File: src/rtl/c432_ctrl_pkg.sv
// c432_ctrl_pkg: shared widths, FSM state encoding and core output bit-order
// indices for the c432 key/query sequencer.
package c432_ctrl_pkg;

   localparam int DEF_KEY_W      = 32;
   localparam int DEF_PI_W       = 36;
   localparam int DEF_PO_W       = 7;
   localparam int DEF_SETTLE_CYC = 2;
   localparam int BEAT_CNT_W     = 6;

   // Position of each core output net inside the captured PO vector
   localparam int PO_G223 = 0;
   localparam int PO_G329 = 1;
   localparam int PO_G370 = 2;
   localparam int PO_G421 = 3;
   localparam int PO_G430 = 4;
   localparam int PO_G431 = 5;
   localparam int PO_G432 = 6;

   typedef enum logic [2:0] {
      ST_IDLE   = 3'd0,
      ST_SHIFT  = 3'd1,
      ST_CHECK  = 3'd2,
      ST_APPLY  = 3'd3,
      ST_SETTLE = 3'd4,
      ST_RESP   = 3'd5
   } ctrl_state_t;

endpackage

File: src/rtl/c432_key_ctrl_if.sv
// c432_key_ctrl_if: host-side key stream, query and result handshakes.
// The master modport is the SAT-simulator host; the slave modport is the controller.
interface c432_key_ctrl_if
   import c432_ctrl_pkg::*;
#(
   parameter int PI_W = DEF_PI_W,
   parameter int PO_W = DEF_PO_W
);

   logic            key_bit_i;
   logic            key_valid_i;
   logic            key_last_i;
   logic            key_ready_o;
   logic            key_loaded_o;
   logic            key_err_o;
   logic            q_valid_i;
   logic [PI_W-1:0] q_pi_i;
   logic            q_ready_o;
   logic            r_valid_o;
   logic [PO_W-1:0] r_po_o;
   logic            r_ready_i;

   modport master (
      output key_bit_i, key_valid_i, key_last_i, q_valid_i, q_pi_i, r_ready_i,
      input  key_ready_o, key_loaded_o, key_err_o, q_ready_o, r_valid_o, r_po_o
   );

   modport slave (
      input  key_bit_i, key_valid_i, key_last_i, q_valid_i, q_pi_i, r_ready_i,
      output key_ready_o, key_loaded_o, key_err_o, q_ready_o, r_valid_o, r_po_o
   );

endinterface

File: src/rtl/c432_key_shreg.sv
// c432_key_shreg: shadow key shift register, beat counter and frame check.
// C432_KEY_PARITY_EN adds a trailing even-parity beat to every key frame.
module c432_key_shreg
   import c432_ctrl_pkg::*;
#(
   parameter int KEY_W = DEF_KEY_W
)
(
   input  logic             clk,
   input  logic             rst_n,
   input  logic             start,
   input  logic             beat,
   input  logic             bit_in,
   output logic [KEY_W-1:0] shadow,
   output logic             frame_ok
);

`ifdef C432_KEY_PARITY_EN
   localparam int FRAME_LEN = KEY_W + 1;
`else
   localparam int FRAME_LEN = KEY_W;
`endif

   localparam logic [BEAT_CNT_W-1:0] KEY_BEATS  = BEAT_CNT_W'(KEY_W);
   localparam logic [BEAT_CNT_W-1:0] FRAME_BEATS = BEAT_CNT_W'(FRAME_LEN);

   logic [BEAT_CNT_W-1:0] beat_cnt;
   logic                  overrun;
   logic                  parity_ok;

   // Key bits arrive LSB first, so each new bit enters at the top and the
   // first bit ends up in bit 0 after KEY_W shifts. Beats past the frame
   // length are dropped and only remembered as an overrun.
   always_ff @(posedge clk or negedge rst_n) begin
      if (!rst_n) begin
         shadow   <= '0;
         beat_cnt <= '0;
         overrun  <= 1'b0;
      end else if (start) begin
         shadow   <= {bit_in, shadow[KEY_W-1:1]};
         beat_cnt <= BEAT_CNT_W'(1);
         overrun  <= 1'b0;
      end else if (beat) begin
         if (beat_cnt < KEY_BEATS) begin
            shadow   <= {bit_in, shadow[KEY_W-1:1]};
            beat_cnt <= beat_cnt + BEAT_CNT_W'(1);
         end else if (beat_cnt < FRAME_BEATS) begin
            beat_cnt <= beat_cnt + BEAT_CNT_W'(1);
         end else begin
            overrun  <= 1'b1;
         end
      end
   end

`ifdef C432_KEY_PARITY_EN
   logic par_bit;

   // The beat following the last key bit carries even parity over the key
   always_ff @(posedge clk or negedge rst_n) begin
      if (!rst_n) begin
         par_bit <= 1'b0;
      end else if (start) begin
         par_bit <= 1'b0;
      end else if (beat && (beat_cnt == KEY_BEATS)) begin
         par_bit <= bit_in;
      end
   end

   assign parity_ok = (par_bit == ^shadow);
`else
   assign parity_ok = 1'b1;
`endif

   assign frame_ok = (beat_cnt == FRAME_BEATS) && !overrun && parity_ok;

endmodule

File: src/rtl/c432_key_ctrl.sv
// c432_key_ctrl: serial key loader and query sequencer in front of the locked c432 core.
// Key frame parity is optional via C432_KEY_PARITY_EN (handled in c432_key_shreg).
module c432_key_ctrl
   import c432_ctrl_pkg::*;
#(
   parameter int KEY_W      = DEF_KEY_W,
   parameter int PI_W       = DEF_PI_W,
   parameter int PO_W       = DEF_PO_W,
   parameter int SETTLE_CYC = DEF_SETTLE_CYC
)
(
   input  logic             clk,
   input  logic             rst_n,
   c432_key_ctrl_if.slave   host,
   output logic [KEY_W-1:0] core_key_o,
   output logic [PI_W-1:0]  core_pi_o,
   input  logic [PO_W-1:0]  core_po_i
);

   localparam logic [3:0] SETTLE_INIT = 4'(SETTLE_CYC);

   ctrl_state_t      state;
   ctrl_state_t      state_nxt;
   logic [3:0]       settle_cnt;
   logic             settle_done;
   logic [KEY_W-1:0] shadow;
   logic             frame_ok;
   logic             key_ready;
   logic             q_ready;
   logic             r_valid;
   logic             key_loaded;
   logic             key_err;
   logic [PO_W-1:0]  r_po;
   logic             start_beat;
   logic             shift_beat;
   logic             q_hs;

   assign start_beat  = (state == ST_IDLE) && host.key_valid_i;
   assign shift_beat  = (state == ST_SHIFT) && host.key_valid_i;
   assign q_hs        = q_ready && host.q_valid_i;
   assign settle_done = (state == ST_SETTLE) && (settle_cnt == 4'd1);

   c432_key_shreg #(.KEY_W(KEY_W)) u_shreg (
      .clk      (clk),
      .rst_n    (rst_n),
      .start    (start_beat),
      .beat     (shift_beat),
      .bit_in   (host.key_bit_i),
      .shadow   (shadow),
      .frame_ok (frame_ok)
   );

   // State register
   always_ff @(posedge clk or negedge rst_n) begin
      if (!rst_n) begin
         state <= ST_IDLE;
      end else begin
         state <= state_nxt;
      end
   end

   // Next-state logic; a key beat in IDLE takes priority over a pending query
   always_comb begin
      state_nxt = state;
      unique case (state)
         ST_IDLE: begin
            if (host.key_valid_i) begin
               state_nxt = host.key_last_i ? ST_CHECK : ST_SHIFT;
            end else if (q_hs) begin
               state_nxt = ST_APPLY;
            end
         end
         ST_SHIFT: begin
            if (host.key_valid_i && host.key_last_i) begin
               state_nxt = ST_CHECK;
            end
         end
         ST_CHECK:  state_nxt = ST_IDLE;
         ST_APPLY:  state_nxt = ST_SETTLE;
         ST_SETTLE: begin
            if (settle_done) begin
               state_nxt = ST_RESP;
            end
         end
         ST_RESP: begin
            if (host.r_ready_i) begin
               state_nxt = ST_IDLE;
            end
         end
         default:   state_nxt = ST_IDLE;
      endcase
   end

   // Handshake outputs are pure functions of the state plus the key-priority rule
   always_comb begin
      key_ready = 1'b0;
      q_ready   = 1'b0;
      r_valid   = 1'b0;
      unique case (state)
         ST_IDLE: begin
            key_ready = 1'b1;
            q_ready   = key_loaded && !host.key_valid_i;
         end
         ST_SHIFT:  key_ready = 1'b1;
         ST_RESP:   r_valid   = 1'b1;
         default: begin
            key_ready = 1'b0;
            q_ready   = 1'b0;
            r_valid   = 1'b0;
         end
      endcase
   end

   // The core key only moves at the CHECK edge, so it can never change under a query
   always_ff @(posedge clk or negedge rst_n) begin
      if (!rst_n) begin
         core_key_o <= '0;
         key_loaded <= 1'b0;
         key_err    <= 1'b0;
      end else if (state == ST_CHECK) begin
         if (frame_ok) begin
            core_key_o <= shadow;
            key_loaded <= 1'b1;
         end else begin
            key_err    <= 1'b1;
         end
      end else if (start_beat) begin
         key_err <= 1'b0;
      end
   end

   // Settle counter holds the number of SETTLE cycles still to run
   always_ff @(posedge clk or negedge rst_n) begin
      if (!rst_n) begin
         settle_cnt <= '0;
      end else if (state == ST_APPLY) begin
         settle_cnt <= SETTLE_INIT;
      end else if (state == ST_SETTLE) begin
         settle_cnt <= settle_cnt - 4'd1;
      end
   end

   // Stimulus is registered on the query handshake and never cleared afterwards
   always_ff @(posedge clk or negedge rst_n) begin
      if (!rst_n) begin
         core_pi_o <= '0;
         r_po      <= '0;
      end else begin
         if (q_hs && !host.key_valid_i) begin
            core_pi_o <= host.q_pi_i;
         end
         if (settle_done) begin
            r_po <= core_po_i;
         end
      end
   end

   assign host.key_ready_o  = key_ready;
   assign host.key_loaded_o = key_loaded;
   assign host.key_err_o    = key_err;
   assign host.q_ready_o    = q_ready;
   assign host.r_valid_o    = r_valid;
   assign host.r_po_o       = r_po;

endmodule

File: src/flat_wrapper.sv
// flat-port wrapper written by rule: the top's interface ports become plain ports
module c432_key_ctrl_flat import c432_ctrl_pkg::*;
#(
   parameter int KEY_W      = DEF_KEY_W,
   parameter int PI_W       = DEF_PI_W,
   parameter int PO_W       = DEF_PO_W,
   parameter int SETTLE_CYC = DEF_SETTLE_CYC
)
  (clk, rst_n, core_key_o, core_pi_o, core_po_i, host_key_bit_i, host_key_valid_i, host_key_last_i, host_q_valid_i, host_q_pi_i, host_r_ready_i, host_key_ready_o, host_key_loaded_o, host_key_err_o, host_q_ready_o, host_r_valid_o, host_r_po_o);
  c432_key_ctrl_if #(.PI_W(PI_W), .PO_W(PO_W)) host_i ();
  input  logic clk;
  input  logic rst_n;
  output logic [KEY_W-1:0] core_key_o;
  output logic [PI_W-1:0] core_pi_o;
  input  logic [PO_W-1:0] core_po_i;
  input wire logic [$bits(host_i.key_bit_i)-1:0] host_key_bit_i;
  input wire logic [$bits(host_i.key_valid_i)-1:0] host_key_valid_i;
  input wire logic [$bits(host_i.key_last_i)-1:0] host_key_last_i;
  input wire logic [$bits(host_i.q_valid_i)-1:0] host_q_valid_i;
  input wire logic [$bits(host_i.q_pi_i)-1:0] host_q_pi_i;
  input wire logic [$bits(host_i.r_ready_i)-1:0] host_r_ready_i;
  output wire logic [$bits(host_i.key_ready_o)-1:0] host_key_ready_o;
  output wire logic [$bits(host_i.key_loaded_o)-1:0] host_key_loaded_o;
  output wire logic [$bits(host_i.key_err_o)-1:0] host_key_err_o;
  output wire logic [$bits(host_i.q_ready_o)-1:0] host_q_ready_o;
  output wire logic [$bits(host_i.r_valid_o)-1:0] host_r_valid_o;
  output wire logic [$bits(host_i.r_po_o)-1:0] host_r_po_o;
  assign host_i.key_bit_i = host_key_bit_i;
  assign host_i.key_valid_i = host_key_valid_i;
  assign host_i.key_last_i = host_key_last_i;
  assign host_i.q_valid_i = host_q_valid_i;
  assign host_i.q_pi_i = host_q_pi_i;
  assign host_i.r_ready_i = host_r_ready_i;
  assign host_key_ready_o = host_i.key_ready_o;
  assign host_key_loaded_o = host_i.key_loaded_o;
  assign host_key_err_o = host_i.key_err_o;
  assign host_q_ready_o = host_i.q_ready_o;
  assign host_r_valid_o = host_i.r_valid_o;
  assign host_r_po_o = host_i.r_po_o;
  c432_key_ctrl #(.KEY_W(KEY_W), .PI_W(PI_W), .PO_W(PO_W), .SETTLE_CYC(SETTLE_CYC)) u_core (.clk(clk), .rst_n(rst_n), .host(host_i), .core_key_o(core_key_o), .core_pi_o(core_pi_o), .core_po_i(core_po_i));
endmodule
File: config.mk
export PLATFORM = sky130hd
export DESIGN_NAME = c432_key_ctrl_flat
export DESIGN_NICKNAME = d
export VERILOG_FILES = /design/src/rtl/c432_ctrl_pkg.sv /design/src/rtl/c432_key_ctrl_if.sv /design/src/rtl/c432_key_shreg.sv /design/src/rtl/c432_key_ctrl.sv /design/src/flat_wrapper.sv
export SDC_FILE = /design/constraint.sdc
export NUM_CORES = 1
export LEC_CHECK = 0
export CORE_UTILIZATION = 50
export CTS_BUF_LIST = sky130_fd_sc_hd__clkbuf_4 sky130_fd_sc_hd__clkbuf_8
export DETAILED_ROUTE_END_ITERATION = 6
export PLACE_DENSITY = 0.85
export SYNTH_ARGS = -nofsm -noshare
export SYNTH_HDL_FRONTEND = slang
export SYNTH_SLANG_ARGS = --single-unit
File: constraint.sdc
create_clock -name clk -period 3.47 [get_ports clk]
set_clock_uncertainty 0.05 [all_clocks]
set_input_delay 0.8675 -clock clk [delete_from_list [all_inputs] [get_ports clk]]
set_output_delay 0.8675 -clock clk [all_outputs]
set_load 0.01 [all_outputs]
==> results.ini <==
[clock_network]
ctsRootBufferMaster = clkbuf_8
ctsLongestPathBuffers = 2
ctsResizeCount = 0
clkTransAtPathRegs_ns = 0.07
htree_num_levels = 4
cts_tree = built
numCtsBuffers = 17
cts_hold_buf = 0
clk_latency_ns = 0.43
clock_sinks = 123
post_cts_buffers = 0

[sta]
finalHoldViolCount = 0
min_period_over_period_pct = 89.18
period_minus_slack_ns = 3.094
drv_slew = 0
setup_tns_ns = 0
finalWorstSetupSlack_ns = 0.3756
slew_headroom_pct = 49.29
worst_slew_pin_slew_ns = 0.7606
fmax_mhz = 323.2
rsz0062_at_grt = no
setup_viol = 0

[cells_and_area]
stdcell_count = 608
nets = 517
final_core_util_pct = 69.72
drive_gt1_share_pct = 31.37
syn_to_final_growth_pct = 34.78
antenna_cells = 0

[synth]
synth.distinct_cells = 40
yosys_warnings = 0
synth_enable_flop_cells = 0
syn-cell-area_sq_um = 5080
syn_avg_cell_area_sq_um = 15.53
postSynthCellCount = 327
synth_seq_cells = 123
synth.yosys.seq_area_share_pct = 60.59
synth_nets = 381
async_reset_ff_share_pct = 100.0
synthFlopType = dfrtp_1

[worst_setup_path]
r2r-start = u_core.state[0]$_DFFE_PN0P_
startpoint_type = flip-flop
critical_path.top_delay_family = simple AND/OR/NAND/NOR gates
critPathBufInv = 1
crit_slowest_cell = dfrtp_1
r2r_cells = 3
crit_path_end_kind = primary output
crit_chain = nor2b_1 > and2_1 > clkdlybuf4s50_1
cp.arrival_ns = 2.18
reg2reg_slack_ns = 1.13
cpPeakStageDelay_ns = 0.57
path_max_fanout = 14
path_class = reg2out
r2r-end = u_core.core_pi_o[2]$_DFFE_PN0P_
cp_data_required_time_ns = 2.55

[global_routing]
grt_pass1_wl_um = 15970
grt.met3_usage_pct = 7.593
groute.usage.overall_pct = 20.37
busiest_layer = met2
first_global_vias = 3232
groute.layer.met1.usage_pct = 24.39
met2_usage_pct = 33.74
antenna_found_initial = 0
overflow = 0
grt_max_degree = 64

[worst_hold_path]
hp-class = in2async

[power_and_ir_drop]
switching_share_pct = 26.72
pwr-share-comb_pct = 20.6
pwr-share-seq_pct = 46.4
p_sw_w = 0.001082
p_int_w = 0.002968
p_leak_nw = 3.259
ir_drop_v = 0.0003228
totalPowerFinal_w = 0.004051
p_per_area_nw_per_um2 = 591.6
clkPwrFrac_pct = 33.0

[die]
dieArea_sq_um = 10570
dieWidth_um = 102.8
chipHeight_um = 102.8
coreArea_sq_um = 9819
row_count = 36
initial_core_util_pct = 51.73
io_pins = 130

[detailed_routing]
vias = 3142
drt_iter0_markers = 117
drc = 0
detail_route.vias_per_cell = 5.168
dr.pass1.iters = 7
wl_per_cell_um = 16.36
wl_um = 9947
ant_nets = 0

[status]
status = completed

[place]
gp_congestion = 0.7432
dpl.hpwl_um = 6820
dp_slack_ns = 0.4194
dpl.cell_count = 577
port_buffers = 129

[job]
max-cap-violations = 0

worst reg2reg max path, delay by kind of cell (launching register included):
family,cells,cell delay [ns]
flops,1,0.59
mux,1,0.42
simple gates,2,1.17
logic make-up (layout without fill, tap and decap cells):
group | after synthesis | after routing | synth area share (%)
buffers and inverters | 24 | 172 | 3.744
DFF | 123 | 123 | 60.59
and+or+nand+nor | 42 | 42 | 5.222
muxes | 108 | 108 | 26.01
adders and majority gates | 4 | 4 | 0.9853
AOI/OAI and AO/OA | 26 | 26 | 3.449
layer usage:
layer	vias to the layer above	wire length (um)
li1	1441	-
met1	1573	4145
met2	117	4847
met3	11	815
met4	0	138
met5	-	0
placed cells by master, fill, tap and decap left out, types with 4 or more instances in the layout:
cell             count
ha_1                 4
a21oi_1              8
mux2_4              28
inv_1                8
buf_4                4
nor3b_1              4
nand2_1              7
clkdlybuf4s50_1    128
mux2_2              80
nor2_1               4
nand2b_1             4
dfrtp_1            123
clkbuf_8            21
flip-flops by register name, summed over array words and instances (netlist names):
register                  count
u_core.state                  3
u_core.host.r_po_o            7
u_core.u_shreg.beat_cnt       6
u_core.core_key_o            32
u_core.host.key_err_o         1
u_core.host.key_loaded_o      1
u_core.u_shreg.shadow        32
u_core.u_shreg.overrun        1
u_core.core_pi_o             36
u_core.settle_cnt             4
how the worst max path moves through the flow:
stage          cells after the start                   startpoint  slack (ns)                                      to
3_5_place_dp                       6             host_key_valid_i        0.42   u_core.u_shreg.shadow[18]$_DFFE_PN0P_
4_1_cts                            3  u_core.state[2]$_DFFE_PN0P_        0.36                          host_r_valid_o
3_3_place_gp                       4             host_key_valid_i        0.46                          host_q_ready_o
2_1_floorplan                      6             host_key_valid_i        1.18  u_core.u_shreg.beat_cnt[0]$_DFFE_PN0P_
5_1_grt                            3  u_core.state[2]$_DFFE_PN0P_        0.21                          host_r_valid_o
6_report                           3  u_core.state[2]$_DFFE_PN0P_        0.38                          host_r_valid_o
cell usage after synthesis, drive strengths merged, types with 2 or more instances:
library cell,count,area [sq um]
nor2b,3,18.77
nand4,2,12.51
o21ai,3,15.01
and2,2,12.52
a311oi,2,17.52
nand2b,4,25.02
a21oi,8,40.04
nand2,7,26.28
nor3,3,15.01
dfrtp,123,3078
ha,4,50.05
nor3b,4,30.03
mux2,108,1321
clkbuf,2,7.510
nor2,5,35.03
a21boi,3,22.52
inv,8,30.03
o31ai,3,22.52
buf,14,152.6
or4,3,26.27
nor4,2,12.51
or2,2,12.51
stage by stage:
| step | cell area, sq um | hold slack, ns |
|---|---|---|
| after floorplan | 5080 | 0.4132 |
| after CTS | 6847 | 0.4585 |
| after global placement | 6422 | 0.4375 |
| after detailed placement | 6422 | 0.4428 |
| final | 6847 | 0.4529 |
| after global routing | 6847 | 0.4659 |
power by group through the flow:
stage	registers, W	clock network [W]	logic (W)
after global placement	0.00189	0	0.000799
after detailed placement	0.00190	0	0.000845
after global routing	0.00191	0.00143	0.000908
after CTS	0.00188	0.00136	0.000845
after floorplan	0.00182	0	0.000636
final	0.00188	0.00134	0.000834
cell type report:
class                           count  area, sq um
Multi-Input combinational cell    180         1817
Fill cell                         702         2973
Inverter                            8        30.03
Clock inverter                      7        112.6
Tap cell                          133        166.4
Timing Repair Buffer              133         1331
Clock buffer                       24        311.5
Sequential cell                   123         3078
Note: power is estimated with default switching activity, not from simulation.
